### src/rtl/spimaster_pkg.sv
// Shared definitions for the SPI memory initiator: frame geometry, the R/W
// bit encoding, FSM state encodings and a helper that assembles the frame.
// Latency: n/a (constants and a pure function). Backpressure: n/a.
package spimaster_pkg;

   // Frame geometry: 7 address bits, 1 R/W bit, 8 data bits, MSB first.
   localparam int ADDR_W     = 7;
   localparam int DATA_W     = 8;
   localparam int FRAME_BITS = ADDR_W + 1 + DATA_W;
   localparam int BIT_CNT_W  = $clog2(FRAME_BITS);

   // Encoding of the R/W bit as it travels on the wire.
   localparam logic RW_READ  = 1'b1;
   localparam logic RW_WRITE = 1'b0;

   typedef enum logic [2:0] {
      ST_IDLE  = 3'd0,
      ST_SETUP = 3'd1,
      ST_HIGH  = 3'd2,
      ST_LOW   = 3'd3,
      ST_HOLD  = 3'd4,
      ST_GAP   = 3'd5
   } state_t;

   // Build the 16-bit outgoing frame. Reads send zeros in the data slot so
   // the responder never sees stale write data on a read.
   function automatic logic [FRAME_BITS-1:0] build_frame(
      input logic [ADDR_W-1:0] addr,
      input logic              rw,
      input logic [DATA_W-1:0] wdata
   );
      logic [DATA_W-1:0] data_slot;
      data_slot = (rw == RW_WRITE) ? wdata : {DATA_W{1'b0}};
      return {addr, rw, data_slot};
   endfunction

endpackage

### src/rtl/spimaster_phase_timer.sv
// Phase timer: counts CLKDIV clk cycles per sclk half-period.
// Latency: phase_end/sample assert on the last cycle of each CLKDIV-cycle phase.
// Backpressure: none; clear holds the count at zero so a phase starts cleanly.
//
// Ports:
//   clk, reset_n  - system clock, async active-low reset
//   clear         - hold counter at zero (asserted while the master is idle)
//   phase_end     - one-cycle strobe on the last cycle of a phase
//   sample        - strobe on the same cycle, used to capture miso
module spimaster_phase_timer #(
   parameter int CLKDIV = 16
) (
   input  logic clk,
   input  logic reset_n,
   input  logic clear,
   output logic phase_end,
   output logic sample
);

   localparam int CNT_W = (CLKDIV > 1) ? $clog2(CLKDIV) : 1;
   localparam logic [CNT_W-1:0] LAST = CNT_W'(CLKDIV - 1);

   logic [CNT_W-1:0] cnt_q;
   logic [CNT_W-1:0] cnt_d;
   logic             last_cycle;

   assign last_cycle = (cnt_q == LAST);

   // Every state change of the master happens on a phase end, and the count
   // wraps to zero on that same edge, so each new state starts at count 0.
   always_comb begin
      cnt_d = cnt_q + 1'b1;
      if (clear || last_cycle) begin
         cnt_d = '0;
      end
   end

   always_ff @(posedge clk or negedge reset_n) begin
      if (!reset_n) begin
         cnt_q <= '0;
      end else begin
         cnt_q <= cnt_d;
      end
   end

   assign phase_end = last_cycle && !clear;
   assign sample    = last_cycle && !clear;

endmodule

### src/rtl/spimaster.sv
// SPI initiator for the lab SPI memory: one start strobe -> one 16-bit frame.
// Latency: busy/cs/first mosi bit on the accept edge; done (33+2*CS_GAP)*CLKDIV cycles later.
// Backpressure: start is only sampled while idle; requests during a frame are dropped.
//
// Ports:
//   clk, reset_n          - system clock (shared with spimemory), async active-low reset
//   start, rw, addr, wdata - request strobe and its operands, latched on accept
//   busy, done, rdata     - in-flight flag, completion pulse, last byte read
//   sclk, cs, mosi, miso  - SPI pins; sclk idles low, cs active low
module spimaster
   import spimaster_pkg::*;
#(
   parameter int CLKDIV = 16,
   parameter int CS_GAP = 2
) (
   input  logic              clk,
   input  logic              reset_n,
   input  logic              start,
   input  logic              rw,
   input  logic [ADDR_W-1:0] addr,
   input  logic [DATA_W-1:0] wdata,
   output logic              busy,
   output logic              done,
   output logic [DATA_W-1:0] rdata,
   output logic              sclk,
   output logic              cs,
   output logic              mosi,
   input  logic              miso
);

   // The post-frame gap is 2*CS_GAP phases with sclk toggling and cs high.
   localparam int GAP_PHASES = 2 * CS_GAP;
   localparam int GAP_W      = (GAP_PHASES > 1) ? $clog2(GAP_PHASES) : 1;
   localparam logic [GAP_W-1:0]     GAP_LAST     = GAP_W'(GAP_PHASES - 1);
   localparam logic [BIT_CNT_W-1:0] LAST_BIT     = BIT_CNT_W'(FRAME_BITS - 1);
   // Bits from this index onward are the data slot of the frame.
   localparam logic [BIT_CNT_W-1:0] FIRST_RX_BIT = BIT_CNT_W'(FRAME_BITS - DATA_W);

   state_t                 state_q,   state_d;
   logic [BIT_CNT_W-1:0]   bit_cnt_q, bit_cnt_d;
   logic [GAP_W-1:0]       gap_cnt_q, gap_cnt_d;
   logic [FRAME_BITS-1:0]  tx_q,      tx_d;
   logic [DATA_W-1:0]      rx_q,      rx_d;
   logic                   rw_q,      rw_d;
   logic                   busy_q,    busy_d;
   logic                   done_q,    done_d;
   logic [DATA_W-1:0]      rdata_q,   rdata_d;
   logic                   sclk_q,    sclk_d;
   logic                   cs_q,      cs_d;
   logic                   mosi_q,    mosi_d;

   logic                   phase_end;
   logic                   sample;
   logic [FRAME_BITS-1:0]  frame_in;

   assign frame_in = build_frame(addr, rw, wdata);

   spimaster_phase_timer #(
      .CLKDIV (CLKDIV)
   ) u_phase_timer (
      .clk       (clk),
      .reset_n   (reset_n),
      .clear     (state_q == ST_IDLE),
      .phase_end (phase_end),
      .sample    (sample)
   );

   always_comb begin
      state_d   = state_q;
      bit_cnt_d = bit_cnt_q;
      gap_cnt_d = gap_cnt_q;
      tx_d      = tx_q;
      rx_d      = rx_q;
      rw_d      = rw_q;
      busy_d    = busy_q;
      done_d    = 1'b0;
      rdata_d   = rdata_q;
      sclk_d    = sclk_q;
      cs_d      = cs_q;
      mosi_d    = mosi_q;

      unique case (state_q)
         ST_IDLE: begin
            if (start) begin
               // Operands are latched here; later input changes are ignored.
               state_d   = ST_SETUP;
               tx_d      = frame_in;
               rw_d      = rw;
               rx_d      = '0;
               bit_cnt_d = '0;
               busy_d    = 1'b1;
               cs_d      = 1'b0;
               sclk_d    = 1'b0;
               mosi_d    = frame_in[FRAME_BITS-1];
            end
         end

         ST_SETUP: begin
            if (phase_end) begin
               state_d = ST_HIGH;
               sclk_d  = 1'b1;
            end
         end

         ST_HIGH: begin
            // miso is stable by the end of the high phase: the responder
            // updated it right after the preceding falling edge.
            if (sample && (bit_cnt_q >= FIRST_RX_BIT)) begin
               rx_d = {rx_q[DATA_W-2:0], miso};
            end
            if (phase_end) begin
               sclk_d = 1'b0;
               if (bit_cnt_q == LAST_BIT) begin
                  state_d = ST_HOLD;
               end else begin
                  // mosi only moves on the falling edge, giving the responder
                  // a full half-period of setup before its rising-edge sample.
                  // The register rotates so bit 14 is always the next bit out.
                  state_d   = ST_LOW;
                  bit_cnt_d = bit_cnt_q + 1'b1;
                  tx_d      = {tx_q[FRAME_BITS-2:0], tx_q[FRAME_BITS-1]};
                  mosi_d    = tx_q[FRAME_BITS-2];
               end
            end
         end

         ST_LOW: begin
            if (phase_end) begin
               state_d = ST_HIGH;
               sclk_d  = 1'b1;
            end
         end

         ST_HOLD: begin
            if (phase_end) begin
               // sclk keeps toggling with cs high so the responder's FSM,
               // which is clocked by sclk, walks back to its idle state.
               state_d   = ST_GAP;
               cs_d      = 1'b1;
               mosi_d    = 1'b0;
               sclk_d    = 1'b1;
               gap_cnt_d = '0;
            end
         end

         ST_GAP: begin
            if (phase_end) begin
               if (gap_cnt_q == GAP_LAST) begin
                  state_d = ST_IDLE;
                  sclk_d  = 1'b0;
                  busy_d  = 1'b0;
                  done_d  = 1'b1;
                  if (rw_q == RW_READ) begin
                     rdata_d = rx_q;
                  end
               end else begin
                  gap_cnt_d = gap_cnt_q + 1'b1;
                  sclk_d    = ~sclk_q;
               end
            end
         end

         default: begin
            state_d = ST_IDLE;
         end
      endcase
   end

   always_ff @(posedge clk or negedge reset_n) begin
      if (!reset_n) begin
         state_q   <= ST_IDLE;
         bit_cnt_q <= '0;
         gap_cnt_q <= '0;
         tx_q      <= '0;
         rx_q      <= '0;
         rw_q      <= 1'b0;
         busy_q    <= 1'b0;
         done_q    <= 1'b0;
         rdata_q   <= '0;
         sclk_q    <= 1'b0;
         cs_q      <= 1'b1;
         mosi_q    <= 1'b0;
      end else begin
         state_q   <= state_d;
         bit_cnt_q <= bit_cnt_d;
         gap_cnt_q <= gap_cnt_d;
         tx_q      <= tx_d;
         rx_q      <= rx_d;
         rw_q      <= rw_d;
         busy_q    <= busy_d;
         done_q    <= done_d;
         rdata_q   <= rdata_d;
         sclk_q    <= sclk_d;
         cs_q      <= cs_d;
         mosi_q    <= mosi_d;
      end
   end

   assign busy  = busy_q;
   assign done  = done_q;
   assign rdata = rdata_q;
   assign sclk  = sclk_q;
   assign cs    = cs_q;
   assign mosi  = mosi_q;

endmodule

### config.mk
export PLATFORM = sky130hd
export DESIGN_NAME = spimaster
export DESIGN_NICKNAME = d
export VERILOG_FILES = /design/src/rtl/spimaster_pkg.sv /design/src/rtl/spimaster_phase_timer.sv /design/src/rtl/spimaster.sv
export SDC_FILE = /design/constraint.sdc
export NUM_CORES = 1
export LEC_CHECK = 0
export BUFFER_PORTS_ARGS = -buffer_cell sky130_fd_sc_hd__buf_2
export CORE_UTILIZATION = 35
export DETAILED_ROUTE_END_ITERATION = 10
export PLACE_DENSITY = 0.64
export SYNTH_ARGS = -nofsm -noshare
export SYNTH_HDL_FRONTEND = slang
export SYNTH_HIERARCHICAL = 1
export SYNTH_SLANG_ARGS = --single-unit
### constraint.sdc
create_clock -name clk -period 2.48 [get_ports clk]
set_input_delay 0.124 -clock clk [delete_from_list [all_inputs] [get_ports clk]]
set_output_delay 0.124 -clock clk [all_outputs]
set_load 0.005 [all_outputs]
==> qor.txt, run 1 <==
status = finished clean
type of origin of the critical path = register
P_leak = 1.40 nW
Setup crit end kind = register
row cnt = 29
Initial Util = 0.373
I/O pins = 33
Synth Net Count = 245
Post-Syn Instances = 221
clk buf depth = 2
worst-margin pin slew = 580 ps
EDFF count, synth = 0
detailed-route DRC error count = 0
Tmin final = 2010 ps
Antenna Cells = 0
Worst slew margin = 0.613
ys flop type = dfrtp_1
Core ar. = 6490 um^2
CTS tree = yes
RSZ-0062 raised after global routing = no
PD cells = 554 nW/um^2
Comb pwr share = 0.024
post-DP HPWL = 3120 um
max-slew violations = 0
share of cells above drive strength 1 = 0.244
largest net degree at the start of global routing = 36
Setup CP Type = reg2reg
Sink Count = 51
CTS root buf = clkbuf_8
setup TNS = 0 ps
Die Wd = 85.2 um
antenna-violating nets left = 0
post-CTS sizing = 0
Die Y-Extent = 85.2 um
WL final = 4600 um
Clk Latency, worst-skew pair = 310 ps
Yosys reg bits = 51
vias in the first global route = 1668
WL/cell = 13.9 um
final hold vios = 0
Max VDD drop = 217 uV
Vias/cell = 5.32
sequential group share of total power = 0.537
Seq/Total Area, Yosys = 0.528
number of antenna violations at the first check in global routing = 0
syn avg cell area = 10.9 um^2
most frequent cells in the layout = 50 x dfrtp_1, 32 x buf_2, 22 x a21oi_1
Fmax = 0.499 GHz
# H-tree levels = 2
minimum hold slack = 44.1 ps
warnings from Yosys = 6
port bufs = 32
synth unique cells = 40
dpl cell area = 2660 um^2
routability cong. = 0.794
Required @ worst endpoint = 2680 ps
async set-reset flop share out of synthesis = 1.00
Net count, final = 277
total global routing overflow = 0
cell area after layout = 2810 um^2
Detailed Routing Iterations Pass 1 = 4
total of max-cap violations = 0
period utilisation layout = 0.809
CP arrival = 2210 ps
clock slew at reported path FFs = 90 ps
GRT Total Usage = 0.145
first-pass GRT wire length = 8210 um
post-synth design cell area = 2420 um^2
die area = 7250 um^2
sw frac = 0.196
switching pwr = 0.304 mW
Area Overhead vs Synth = 15.9%
utilization after layout = 0.432
First DRT Iteration DRCs = 108
Max FO, Critical Path = 12
Pint = 1.25 mW
CTS buffer count = 5
Layout Skew = 2.44 ps
worst min path class = in2reg
Via Count = 1760
Final setup violation count = 0
Clock Power Share = 0.439
commonest non-fill, non-tap cell in the layout = dfrtp_1
[layout make-up]
| class | count | area, um^2 |
|---|---|---|
| inverter | 4 | 15.0 |
| clock inverter | 3 | 67.6 |
| fill | 631 | 3690 |
| multi-input combinational | 151 | 1060 |
| sequential | 51 | 1280 |
| tap | 77 | 96.3 |
| timing repair buffer | 40 | 223 |
| clock buffer | 5 | 68.8 |
[worst max-delay path, cell delays in order, from the launching register on]
cell and delay [ps]:
dfrtp_1 580, nor3_1 170, nor2_1 240, buf_4 220, nor3_1 80, or4_1 480
o211a_1 140
[path summary, 6_finish.rpt]
check,startpoint,slack (ps),endpoint,cells past startpoint
max,state_q[0],470,sclk,6
min,miso,40,rx_q[0],2
max reg2reg,state_q[0],470,sclk,6
min reg2reg,u_phase_timer/cnt_q[0],500,u_phase_timer/cnt_q[0],1
max in group asynchronous,reset_n,1380,rx_q[2],3
min in group asynchronous,reset_n,340,rdata[6],2
[registers in the layout, summed over array words and instances (netlist names), 2 cells and up]
| register | flops |
|---|---|
| rx_q | 8 |
| bit_cnt_q | 4 |
| rdata | 8 |
| gap_cnt_q | 2 |
| u_phase_timer/cnt_q | 4 |
| tx_q | 16 |
| state_q | 3 |
[layer usage]
metal,up-vias,share of wire,GRT usage
met3,7,0.044,0.0370
met5,-,0,0
met4,0,0.016,0.0570
met1,832,0.50,0.205
li1,882,-,-
met2,39,0.44,0.211
[power groups by stage]
stage / Sequential (mW) / Combinational [mW] / Clock (mW)
finish: 0.834 / 0.0377 / 0.682
CTS: 0.834 / 0.0398 / 0.706
global route: 0.834 / 0.0434 / 0.731
floorplan: 0.850 / 0.00245 / 0
global placement: 0.850 / 0.0384 / 0
detailed placement: 0.850 / 0.0385 / 0
[synth_stat cells (all sizes together) (2+ instances only)]
cell | count | share of area
mux2i | 13 | 0.054
a22oi | 9 | 0.028
nor2b | 4 | 0.011
a31oi | 18 | 0.047
a22o | 10 | 0.036
nand2 | 17 | 0.029
nor3 | 6 | 0.014
inv | 4 | 0.0062
buf | 13 | 0.027
ha | 4 | 0.021
nand3 | 5 | 0.010
o21ai | 7 | 0.016
dfrtp | 50 | 0.52
clkbuf | 2 | 0.0031
mux2 | 9 | 0.054
nor2 | 11 | 0.017
and3 | 2 | 0.0052
nand2b | 2 | 0.0052
a21oi | 22 | 0.046
[per-stage QoR]
stage	total power, mW	setup WS, ps	cells
global placement	0.889	577	322
detailed placement	0.889	507	322
CTS	1.58	497	331
global route	1.61	275	331
floorplan	0.853	342	221
finish	1.55	475	331
[repair_timing]
action | CTS | global route
endpoints found under the hold margin | 23 | 0
buffers inserted | 0 | 0
hold buffers | 1 | 0
[kinds of logic (layout without fill, tap and decap cells)]
logic type,after synthesis,in the layout,share of synthesized area
buf+inv,19,52,0.0362
mux,22,22,0.108
xor+xnor,1,1,0.00362
compound gates,71,71,0.190
flops,51,51,0.528
fa+ha+maj,4,4,0.0207
simple gates,53,53,0.113
No activity file was read; power rests on OpenSTA's default activity.
==> run 2, diff against run 1 <==
Clock period 2.48 ns to 2.03 ns, I/O delays scaled along.
==> run 2 against run 1 <==
  * Count of clock-buffer cells in the layout is the same
  * Sequential power grew 22%
  * Setup slack lost 360 ps
  * Final cell count grew 0.60%
  * Die area is the same
  * Sequential cell count is the same
  * Utilization grew 0.23 points
  * First-iteration DRC count grew 14%
  * Power grew 15%
  * Largest power group unchanged
  * Highest routed layer unchanged
==> qor.txt, run 2 (synthesized netlist as in run 1, its figures left out) <==
max reg flops = 16 (unchanged)
Clk Latency, worst-skew pair = 310 ps (about the same)
Max FO, Critical Path = 8 (-4)
sequential group share of total power = 0.571 (+0.034)
vias in the first global route = 1684 (+0.96%)
Antenna Cells = 0 (unchanged)
PnR Total Power = 1.78 mW (+15%)
number of antenna violations at the first check in global routing = 0 (unchanged)
WL/cell = 13.7 um (-1.7%)
CTS buffer count = 5 (unchanged)
Final setup violation count = 0 (unchanged)
cell area after layout = 2820 um^2 (+0.54%)
Comb pwr share = 0.026 (+0.002)
Setup CP Type = reg2reg
WHS Endpoint = rx_q[0]
worst min path class = in2reg
# H-tree levels = 2 (unchanged)
largest register by flop count = tx_q
commonest non-fill, non-tap cell in the layout = dfrtp_1
Layout Skew = 12.7 ps (+10.3 ps)
share of cells above drive strength 1 = 0.254 (+0.00981)
Area Overhead vs Synth = 16.5%
WL final = 4550 um (-1.1%)
CP Launch Point = u_phase_timer/cnt_q[0]
Fmax = 0.522 GHz (+4.7%)
row cnt = 29 (unchanged)
most frequent cells in the layout = 50 x dfrtp_1, 32 x buf_2, 22 x a21oi_1
Worst Hold Launch = miso
Clock Power Share = 0.403 (-0.036)
first-pass GRT wire length = 7990 um (-2.7%)
sw frac = 0.211 (+0.0150)
Worst slew margin = 0.570 (-0.0431)
minimum hold slack = 34.4 ps (-9.68 ps)
type of origin of the critical path = register
Tmin final = 1920 ps (-89.9 ps)
Die Y-Extent = 85.2 um (unchanged)
Die Wd = 85.2 um (unchanged)
Setup Slack @ Placement = 105 ps (-402 ps)
detailed-route DRC error count = 0 (unchanged)
post-DP HPWL = 2980 um (-4.3%)
Net count, final = 279 (+0.72%)
period utilisation layout = 0.944 (+0.135)
clk buf depth = 2 (unchanged)
final hold vios = 0 (unchanged)
First DRT Iteration DRCs = 123 (+14%)
setup bufs post-CTS = 0 (unchanged)
r2r worst-path depth = 7 (+1)
routability cong. = 0.749 (-5.6%)
CTS root buf = clkbuf_8
Via Count = 1782 (+1.3%)
PD cells = 632 nW/um^2 (+14%)
final worst slack = 115 ps (-360 ps)
GRT Total Usage = 0.139 (-0.00570)
Vias/cell = 5.35 (+0.64%)
Required @ worst endpoint = 2230 ps (-450 ps)
total global routing overflow = 0 (unchanged)
CTS tree = yes
FF-to-FF End = rdata[7]
port bufs = 32 (unchanged)
flop-to-flop setup slack = 110 ps (-360 ps)
antenna-violating nets left = 0 (unchanged)
worst-margin pin slew = 645 ps (+64.7 ps)
utilization after layout = 0.434 (+0.00231)
P_leak = 1.40 nW (-0.17%)
switching pwr = 0.376 mW (+24%)
Initial Util = 0.373 (unchanged)
max-slew violations = 0 (unchanged)
die area = 7250 um^2 (unchanged)
Core ar. = 6490 um^2 (unchanged)
total of max-cap violations = 0 (unchanged)
worst r2r src = u_phase_timer/cnt_q[0]
I/O pins = 33 (unchanged)
Worst Hold Depth = 2 (unchanged)
clock slew at reported path FFs = 100 ps (about the same)
Setup crit end kind = register
CP arrival = 2110 ps (-100 ps)
Max VDD drop = 385 uV (+77%)
Pint = 1.41 mW (+13%)
largest net degree at the start of global routing = 52 (+44%)
Detailed Routing Iterations Pass 1 = 4 (unchanged)
Sink Count = 51 (unchanged)
status = finished clean
dpl cell area = 2690 um^2 (+1.0%)
[run 2: changes by cell type in the layout (fill, tap and decap cells not counted)]
cell	delta
bufinv_16	-1
buf_12	+1
inv_6	+1
nor2_2	+1
nor2_1	-1
buf_4	+1
nor3_2	-1
nor3_4	+1
[run 2: metal layers]
metal / vias to the layer above / wire length (um) / part of all wire / track usage
met5: - / 0 / 0 / 0
met4: 0 / 40 / 0.0088 / 0.0508
met3: 2 / 175 / 0.038 / 0.0331
met2: 39 / 2040 / 0.45 / 0.210
met1: 858 / 2290 / 0.50 / 0.194
li1: 883 / - / - / -
[run 2: power by group through the flow]
stage,sequential (mW),combinational [mW],clock [mW]
CTS,1.02,0.0488,0.742
global placement,1.04,0.0471,0
finish,1.02,0.0462,0.718
floorplan,1.04,0.00299,0
global route,1.02,0.0537,0.780
detailed placement,1.04,0.0473,0
[run 2: how the worst max path moves through the flow]
| stage | endpoint | slack [ps] | depth (start not counted) |
|---|---|---|---|
| 5_1_grt | sclk | -20 | 7 |
| 6_report | rdata[7] | 110 | 7 |
| 3_5_place_dp | rx_q[0] | 110 | 7 |
| 4_1_cts | rx_q[0] | 60 | 7 |
| 3_3_place_gp | rdata[0] | 170 | 7 |
| 2_1_floorplan | rdata[0] | 3 | 8 |
[run 2: through the flow]
step                cells  TNS, ps
finish                333        0
global route          333    -32.0
CTS                   333        0
detailed placement    324        0
global placement      324        0
floorplan             221        0
[run 2: area by class of cell]
cell class / instances / area (um^2)
inverters: 4 / 15.0
clock buffers: 5 / 68.8
flip-flops and latches: 51 / 1280
fillers: 637 / 3670
repair buffers: 42 / 250
clock inverters: 3 / 46.3
well taps: 77 / 96.3
multi-input cells: 151 / 1070
[run 2: worst max-delay path: stages (launching register included)]
cell     delay [ps]
dfrtp_1         410
ha_1            250
nand3_1         120
nor2_2          190
buf_4           160
and4_4          250
nand2_4         120
mux2_4          310
[run 2: timing repair]
action                                  in CTS  in global routing
hold buffers                                 1                  0
endpoints found under the hold margin       50                  0
endpoints found under the setup margin       0                 24
gates resized for setup                      0                  2
